[src/rtl/seg7_display_mux_pkg.sv]
// seg7_display_mux_pkg: shared display constants, hex segment table and clog2 helper
//   SEG_BLANK : all segments off (active-low)
//   AN_OFF    : all anodes off (active-low)
//   HEX_SEG   : active-low {g,f,e,d,c,b,a} codes for nibbles 0..F
//   clog2     : constant width helper, never returns less than 1
package seg7_display_mux_pkg;

    localparam logic [6:0] SEG_BLANK = 7'h7F;
    localparam logic [3:0] AN_OFF    = 4'hF;

    localparam logic [6:0] HEX_SEG [16] = '{
        7'h40, 7'h79, 7'h24, 7'h30, 7'h19, 7'h12, 7'h02, 7'h78,
        7'h00, 7'h10, 7'h08, 7'h03, 7'h46, 7'h21, 7'h06, 7'h0E
    };

    function automatic int clog2(input int n);
        int r;
        r = 0;
        while ((1 << r) < n) r++;
        return (r < 1) ? 1 : r;
    endfunction

endpackage

[src/rtl/seg7_display_mux_if.sv]
// seg7_display_mux_if: machine-to-display bus
//   data_in/load/blank : driven by the machine (master)
//   seg/dp/an          : active-low display pins driven by the display (slave)
interface seg7_display_mux_if;

    logic [7:0] data_in;
    logic       load;
    logic       blank;
    logic [6:0] seg;
    logic       dp;
    logic [3:0] an;

    modport master (output data_in, load, blank, input seg, dp, an);
    modport slave  (input data_in, load, blank, output seg, dp, an);

endinterface

[src/rtl/seg7_display_mux_hex_to_seg7.sv]
// hex_to_seg7: combinational nibble to active-low 7-segment code
//   i_nibble : 4-bit value
//   o_seg    : {g,f,e,d,c,b,a}, active-low
module hex_to_seg7
    import seg7_display_mux_pkg::*;
(
    input  logic [3:0] i_nibble,
    output logic [6:0] o_seg
);

    assign o_seg = HEX_SEG[i_nibble];

endmodule

[src/rtl/seg7_display_mux.sv]
// seg7_display_mux: 4-digit multiplexed hex display of current and previous byte with update flash
//   clk  : system clock
//   rst  : asynchronous active-high reset
//   bus  : slave side of seg7_display_mux_if (data_in/load/blank in, seg/dp/an out)
module seg7_display_mux
    import seg7_display_mux_pkg::*;
#(
    parameter int CLK_DIV      = 50000,
    parameter int FLASH_CYCLES = 25000000
) (
    input logic               clk,
    input logic               rst,
    seg7_display_mux_if.slave bus
);

    localparam int DW = clog2(CLK_DIV);
    localparam int FW = clog2(FLASH_CYCLES + 1);

    logic [DW-1:0] r_div;
    logic [1:0]    r_sel;
    logic [7:0]    r_cur;
    logic [7:0]    r_prev;
    logic [FW-1:0] r_flash;
    logic [6:0]    r_seg;
    logic          r_dp;
    logic [3:0]    r_an;
    logic          w_tick;
    logic [3:0]    w_nib;
    logic [6:0]    w_seg;

    assign w_tick = r_div == DW'(CLK_DIV - 1);
    // digits 1:0 show cur, digits 3:2 show prev; odd digits take the high nibble
    assign w_nib  = r_sel[1] ? (r_sel[0] ? r_prev[7:4] : r_prev[3:0])
                             : (r_sel[0] ? r_cur[7:4]  : r_cur[3:0]);

    hex_to_seg7 u_hex (.i_nibble(w_nib), .o_seg(w_seg));

    always_ff @(posedge clk or posedge rst) begin
        if (rst) begin
            r_div   <= '0;
            r_sel   <= '0;
            r_cur   <= '0;
            r_prev  <= '0;
            r_flash <= '0;
            r_seg   <= SEG_BLANK;
            r_dp    <= 1'b1;
            r_an    <= AN_OFF;
        end else begin
            r_div <= w_tick ? '0 : r_div + DW'(1);
            if (w_tick) r_sel <= r_sel + 2'd1;
            if (bus.load) begin
                r_prev  <= r_cur;
                r_cur   <= bus.data_in;
                r_flash <= FW'(FLASH_CYCLES);
            end else if (r_flash != '0) begin
                r_flash <= r_flash - FW'(1);
            end
            // outputs reflect pre-edge state, so a load shows up one edge later
            r_an  <= bus.blank ? AN_OFF : ~(4'b0001 << r_sel);
            r_seg <= bus.blank ? SEG_BLANK : w_seg;
            r_dp  <= bus.blank || r_sel != 2'd0 || r_flash == '0;
        end
    end

    assign bus.seg = r_seg;
    assign bus.dp  = r_dp;
    assign bus.an  = r_an;

endmodule
[src/flat_wrapper.sv]
// flat-port wrapper written by rule: the top's interface ports become plain ports
module seg7_display_mux_flat import seg7_display_mux_pkg::*;
#(
    parameter int CLK_DIV      = 50000,
    parameter int FLASH_CYCLES = 25000000
)
  (clk, rst, bus_data_in, bus_load, bus_blank, bus_seg, bus_dp, bus_an);
  seg7_display_mux_if bus_i ();
  input logic clk;
  input logic rst;
  input wire logic [$bits(bus_i.data_in)-1:0] bus_data_in;
  input wire logic [$bits(bus_i.load)-1:0] bus_load;
  input wire logic [$bits(bus_i.blank)-1:0] bus_blank;
  output wire logic [$bits(bus_i.seg)-1:0] bus_seg;
  output wire logic [$bits(bus_i.dp)-1:0] bus_dp;
  output wire logic [$bits(bus_i.an)-1:0] bus_an;
  assign bus_i.data_in = bus_data_in;
  assign bus_i.load = bus_load;
  assign bus_i.blank = bus_blank;
  assign bus_seg = bus_i.seg;
  assign bus_dp = bus_i.dp;
  assign bus_an = bus_i.an;
  seg7_display_mux #(.CLK_DIV(CLK_DIV), .FLASH_CYCLES(FLASH_CYCLES)) u_core (.clk(clk), .rst(rst), .bus(bus_i));
endmodule
[config.mk]
export PLATFORM = sky130hd
export DESIGN_NAME = seg7_display_mux_flat
export DESIGN_NICKNAME = d
export VERILOG_FILES = /design/src/rtl/seg7_display_mux_pkg.sv /design/src/rtl/seg7_display_mux_if.sv /design/src/rtl/seg7_display_mux_hex_to_seg7.sv /design/src/rtl/seg7_display_mux.sv /design/src/flat_wrapper.sv
export SDC_FILE = /design/constraint.sdc
export NUM_CORES = 1
export LEC_CHECK = 0
export ABC_AREA = 0
export BUFFER_PORTS_ARGS = -buffer_cell sky130_fd_sc_hd__buf_2
export CORE_ASPECT_RATIO = 0.8
export CORE_MARGIN = 5
export CORE_UTILIZATION = 60
export CTS_BUF_LIST = sky130_fd_sc_hd__clkbuf_8 sky130_fd_sc_hd__clkbuf_16
export CTS_CLUSTER_DIAMETER = 50
export DETAILED_ROUTE_END_ITERATION = 10
export PLACE_DENSITY_LB_ADDON = 0.3
export RECOVER_POWER = 100
export SLEW_MARGIN = 20
export SYNTH_ARGS = -nofsm -noshare
export SYNTH_HDL_FRONTEND = slang
export SYNTH_HIERARCHICAL = 1
export SYNTH_SLANG_ARGS = --single-unit
[constraint.sdc]
create_clock -name clk -period 4.1 [get_ports clk]
set_clock_uncertainty 0.1 [all_clocks]
set_input_delay 0.41 -clock clk [delete_from_list [all_inputs] [get_ports clk]]
set_output_delay 0.41 -clock clk [all_outputs]
set_load 0.1 [all_outputs]
# == Word-level counts from Yosys, hierarchy flattened ==
# Memory sizes are Yosys's and may differ from the RTL's.
# Cells that the tools add are included.
# op_classes
eq_ne,1
n_reduce_logical,6
shifts,1
muxes,10
magnitude_cmp,1
n_bitwise,2
n_addsub,3
# ops
operator,n
25-bit 2-to-1 mux,2
25-bit zero test,1
25-bit nonzero test,1
"25-bit by 1-bit subtractor with 25-bit output, second input constant",1
7-bit 2-to-1 mux,3
"16-bit by 1-bit adder with 16-bit output, second input constant",1
"16-bit == test, second input constant",1
16-bit 2-to-1 mux,1
4-bit 2-to-1 mux,4
"5-bit greater-or-equal comparator, second input constant",1
4-bit inverter with 5-bit output,1
4-bit inverter,1
2-bit nonzero test,2
"1-bit by 2-bit << shifter with 4-bit output, first input constant",1
"2-bit by 1-bit adder with 2-bit output, second input constant",1
1-bit logical OR,2
# totals
output_inout_bits,12
inputBits,12
register_bits,71
romBits,112
mem_count,1
# mem_list
memory,words,word_bits,read_ports,rd_clocked_by_memory_dff,write_ports,line_no,text
(no name shown),16,7,1,0,0,seg7_display_mux_hex_to_seg7.sv:11,assign o_seg = HEX_SEG[i_nibble];

# == Logic depth before layout (Yosys ltp) ==
# depth
word_depth,7
depth_mapped,8

# == Hierarchy ==
# Netlist, hierarchy kept.
# modules_own_cells
mod,n_inst,area_per_inst_um2,cells_per_inst
seg7_display_mux,1,3509.6,315
hex_to_seg7,1,275.3,32

# == Least setup slack after synthesis ==
# Ideal clock, no wire load.
# synth_path
kind,register to register
from,register u_core.r_sel[0]
to,"register u_core.r_seg[3], in the netlist u_core/bus.seg[3]"
arrival_ns,2.264
slack_ns,1.652
setup_time_ns,0.084
stages_incl_launch_ff,8
path_buffers,1
path_cell_list,dfrtp_1 clkbuf_1 mux4_2 inv_1 ha_1 inv_1 mux4_1 or2_2
# synth_via
elab_chain_len,7
# synth_lines
item,line_no,text
start: declaration,seg7_display_mux.sv:20,logic [1:0] r_sel;
start signal: assignment,seg7_display_mux.sv:50,if (w_tick) r_sel <= r_sel + 2'd1;
4-bit 2-to-1 mux (on tied branches),"seg7_display_mux.sv:34, seg7_display_mux.sv:33",
4-bit 2-to-1 mux (*),seg7_display_mux.sv:33,assign w_nib = r_sel[1] ? (r_sel[0] ? r_prev[7:4] : r_prev[3:0])
via u_core.w_nib[0],seg7_display_mux.sv:28,logic [3:0] w_nib;
4-bit inverter with 5-bit output (implied by the code) (*),seg7_display_mux_hex_to_seg7.sv:11,
memory 16 x 7 bit (*),-,
7-bit 2-to-1 mux (implied by the code) (*) (2 in series),seg7_display_mux_hex_to_seg7.sv:11,
via u_core.w_seg[3],seg7_display_mux.sv:29,logic [6:0] w_seg;
7-bit 2-to-1 mux (*),seg7_display_mux.sv:60,r_seg <= bus.blank ? SEG_BLANK : w_seg;
end signal: assignment,seg7_display_mux.sv:60,
end: declaration,seg7_display_mux.sv:24,logic [6:0] r_seg;
# Mark *: on every way through the listed nets, which the timed path passes. The rest lies on a longest branch. The select of a mux whose other input is x is not followed.
# A chain may end at the register's enable or synchronous reset.

# == Final worst setup path ==
# layout_path
from,register u_core.r_flash[19]
to,register u_core.r_flash[3]
# layout_via
elab_chain_len,2
# layout_lines
item,line_no,text
start: declaration,seg7_display_mux.sv:23,logic [FW-1:0] r_flash;
start signal: assignment,seg7_display_mux.sv:54,r_flash <= FW'(FLASH_CYCLES);
start signal: assignment,seg7_display_mux.sv:56,r_flash <= r_flash - FW'(1);
25-bit nonzero test,seg7_display_mux.sv:55,end else if (r_flash != '0) begin
2-bit nonzero test (no source line),-,
# Every way passes these cells.

==> metrics.log <==
INFO  metric outcome = complete, but fails checks
INFO  metric violations = max-capacitance violations, max-slew violations
INFO  metric synth_top_family_by_area = simple AND/OR/NAND/NOR gates
INFO  metric setup_tns = 0 ps
INFO  metric postSynthAreaPerCell = 10.91 sq um
INFO  metric synth-simple-area-share = 0.2079
INFO  metric die_area = 8007 sq um
INFO  metric route.detailed.vias_per_inst = 5.817
INFO  metric synth.yosys.warnings = 6
INFO  metric setup.worst_path.start_class = register
INFO  metric cap_viol_max_count = 4
INFO  metric root_buffer = sky130_fd_sc_hd__clkbuf_8
INFO  metric setup_repair_after_global_routing_missed_its_margin = no
INFO  metric tightest_slew = 2352 ps
INFO  metric drc_errors = 0
INFO  metric critical_path.top_delay_family = simple AND/OR/NAND/NOR gates
INFO  metric seq_area_frac_synth = 0.4734
INFO  metric finalHoldViolCount = 0
INFO  metric cp_data_required_time = 4240 ps
INFO  metric num_antenna_cells = 0
INFO  metric pwr_density_cell = 395.8 nW/um^2
INFO  metric start_util = 0.6302
INFO  metric post_synth_mux_area_share = 0.1345
INFO  metric detailed_place_hpwl = 4.708 mm
INFO  metric grt_pass1_vias = 2,599
INFO  metric netSwitchingFraction = 0.3018
INFO  metric floorplan.rows = 25
INFO  metric internal_power = 1129 uW
INFO  metric drt_first_pass_iters = 4
INFO  metric critPathBufInv = 0
INFO  metric synth_top_area_cell = sky130_fd_sc_hd__dfrtp_1
INFO  metric synth.top_cell.area_share = 0.3901
INFO  metric cts_hold_buffers = 0
INFO  metric synth_ff_type = sky130_fd_sc_hd__dfrtp_1
INFO  metric detailroute.via_count = 2,612
INFO  metric first_pass_grt_wire_length = 12.21 mm
INFO  metric crit_fanout = 20
INFO  metric cts.reportedPaths.clkPinSlew = 80 ps
INFO  metric gr-usage-met3 = 0.06781
INFO  metric final_max_slew_viol_count = 148
INFO  metric grtUsageMet1 = 0.2467
INFO  metric min_period = 3226 ps
INFO  metric wire_per_inst = 15.41 microns
INFO  metric core_area = 6006 sq um
INFO  metric xor_xnor_portion_of_the_synthesized_cell_area = 0.02777
INFO  metric finalWeightedCongestion = 0.8316
INFO  metric irDropWorstVdd = 0.1669 mV
INFO  metric gr_util_all_layers = 0.1930
INFO  metric drt_wl_total = 6.918 mm
INFO  metric cts.sink_count = 71
INFO  metric post_route_cells_drive_above_1_share = 0.2147
INFO  metric die_x = 98.80 microns
INFO  metric power_frac_seq = 0.487
INFO  metric cts_max_level = 3
INFO  metric final_cells = 449
INFO  metric async_flop_share = 1.000
INFO  metric cts.path.max_buffers = 2
INFO  metric cts_tree = yes
INFO  metric critical_path.endpoint_type = register
INFO  metric post_cts_resize_count = 0
INFO  metric fin_hold_ws = 183.8 ps
INFO  metric critical_path.max_stage_delay = 1350 ps
INFO  metric critPathSlowestCell = sky130_fd_sc_hd__nor4_2
INFO  metric report.final.setup_viol = 0
INFO  metric dpl.cell_count = 433
INFO  metric synth.net_count = 373
INFO  metric clock_power_share = 0.345
INFO  metric globalRoute.busiestLayer = met2
INFO  metric max_freq = 310.0 MHz
INFO  metric synth_adder_area_share = 0.04628
INFO  metric timing.slew.headroom = -0.5682
INFO  metric cts_made_buffers = 9
INFO  metric pwr-share-comb = 0.168
INFO  metric netlist_area = 3785 sq um
INFO  metric post-cts-setup-buffers = 0
INFO  metric layout.nets = 389
INFO  metric grt_util_met2 = 0.3190
INFO  metric yosysMostFrequentCell = sky130_fd_sc_hd__dfrtp_1
INFO  metric synth_edf_count = 0
INFO  metric leakage = 0.001660 uW
INFO  metric insertion_delay = 350 ps
INFO  metric synth_area_leaders = sky130_fd_sc_hd__dfrtp_1 (39%), sky130_fd_sc_hd__dfstp_2 (8.3%), sky130_fd_sc_hd__mux2_2 (6.8%), sky130_fd_sc_hd__ha_1 (4.6%), sky130_fd_sc_hd__nor2_1 (3.1%)
INFO  metric power_switching = 488.1 uW
INFO  metric crit_chain = or4_1 > nor4_2 > a211oi_1 > mux2_2
INFO  metric drt_first_iter_violations = 185
INFO  metric critical_path_class = reg2reg
INFO  metric overflow = 0
INFO  metric top_level_ports = 24
INFO  metric period_share = 0.7869
INFO  metric die_h = 81.04 microns
INFO  metric synth.distinct_cells = 51
INFO  metric areaGrowthSynthToFinish = 7.967%
INFO  metric postSynthCellCount = 347
INFO  metric yosys_register_bits = 71
INFO  metric crit_arrival = 3370 ps
INFO  metric detail-route-antenna-nets = 0
INFO  metric pin_count_of_the_biggest_net_entering_global_routing = 53
INFO  metric hold_path.class = in2reg
INFO  metric antenna_found_initial = 0
INFO  metric port_buffers = 23
INFO  metric ys_top_cells_by_count = sky130_fd_sc_hd__dfrtp_1 (59), sky130_fd_sc_hd__nor2_1 (31), sky130_fd_sc_hd__mux2_2 (23), sky130_fd_sc_hd__nor2b_1 (15)
INFO  metric synth_compound_area_frac = 0.07339
metal layers:
layer	up-vias	wire length [microns]
li1	1275	-
met1	1280	3256
met2	50	3223
met3	7	368
met4	0	69
met5	-	0
registers in the layout, summed over array words and instances, names as in the netlist:
| name | flops |
|---|---|
| u_core/bus.dp | 1 |
| u_core/r_sel | 2 |
| u_core/bus.an | 4 |
| u_core/r_div | 16 |
| u_core/r_flash | 25 |
| u_core/r_prev | 8 |
| u_core/r_cur | 8 |
| u_core/bus.seg | 7 |
placed cells by master (no fill, tap or decap), drive strengths merged, types with 2 or more instances in the layout:
| cell type | n |
|---|---|
| dfstp | 12 |
| or4 | 7 |
| or3 | 4 |
| mux2 | 26 |
| buf | 10 |
| nor4bb | 2 |
| nor2b | 15 |
| nand4 | 6 |
| nand2 | 9 |
| and4 | 3 |
| clkinvlp | 2 |
| nor2 | 31 |
| or3b | 2 |
| xor2 | 4 |
| nor3 | 10 |
| mux4 | 5 |
| o31ai | 4 |
| dfrtp | 59 |
| nand4b | 2 |
| mux2i | 10 |
| clkinv | 3 |
| or2 | 9 |
| inv | 14 |
| o21ai | 5 |
| xnor2 | 8 |
| ha | 14 |
| and3 | 2 |
| a211oi | 3 |
| a22o | 2 |
| nand3 | 14 |
| a21o | 4 |
| a211o | 4 |
| clkbuf | 23 |
| a21oi | 13 |
| nor4 | 9 |
| nand2b | 7 |
| nand3b | 2 |
layout make-up:
type	count	area, sq um
Clock buffer	9	123.9
Inverter	13	48.80
Fill cell	457	1919
Timing Repair Buffer	24	102.6
Clock inverter	7	72.57
Tap cell	81	101.3
Sequential cell	71	1792
Multi-Input combinational cell	244	1846
kinds of logic (layout without fill, tap and decap cells):
kind of cell,after synthesis,after routing
DFF,71,71
and+or+nand+nor,136,136
adders and majority gates,14,14
xor gates and xnor gates,12,12
muxes,41,41
buffers and inverters,32,53
AOI/OAI and AO/OA,41,41
through the flow:
step	setup WS (ps)	power [uW]	util	cell area, sq um
after detailed placement	1374	1074	0.6525	3919
after floorplan	1652	1024	-	3785
after CTS	1357	1642	0.6852	4115
after global routing	680.8	1703	0.6804	4086
after global placement	1406	1062	0.6525	3919
final	873.8	1618	0.6804	4086
power groups by stage:
stage / clock network [uW] / registers [uW] / logic (uW)
after detailed placement: 0 / 800 / 274
after global placement: 0 / 796 / 266
after floorplan: 0 / 863 / 161
after CTS: 579 / 787 / 275
after global routing: 611 / 794 / 298
final: 559 / 788 / 271
final timing paths:
path / from / to / slack, ps / depth (start not counted)
worst min register to register: u_core/r_div[0] / u_core/r_div[0] / 380 / 1
worst max-delay path: u_core/r_flash[19] / u_core/r_flash[3] / 870 / 4
worst max register to register: u_core/r_flash[19] / u_core/r_flash[3] / 870 / 4
max in group asynchronous: rst / u_core/r_div[15] / 1360 / 3
min in group asynchronous: rst / u_core/r_flash[14] / 410 / 2
worst min-delay path: bus_data_in[3] / u_core/r_cur[3] / 180 / 2
Power figures use the tool's default switching activity.
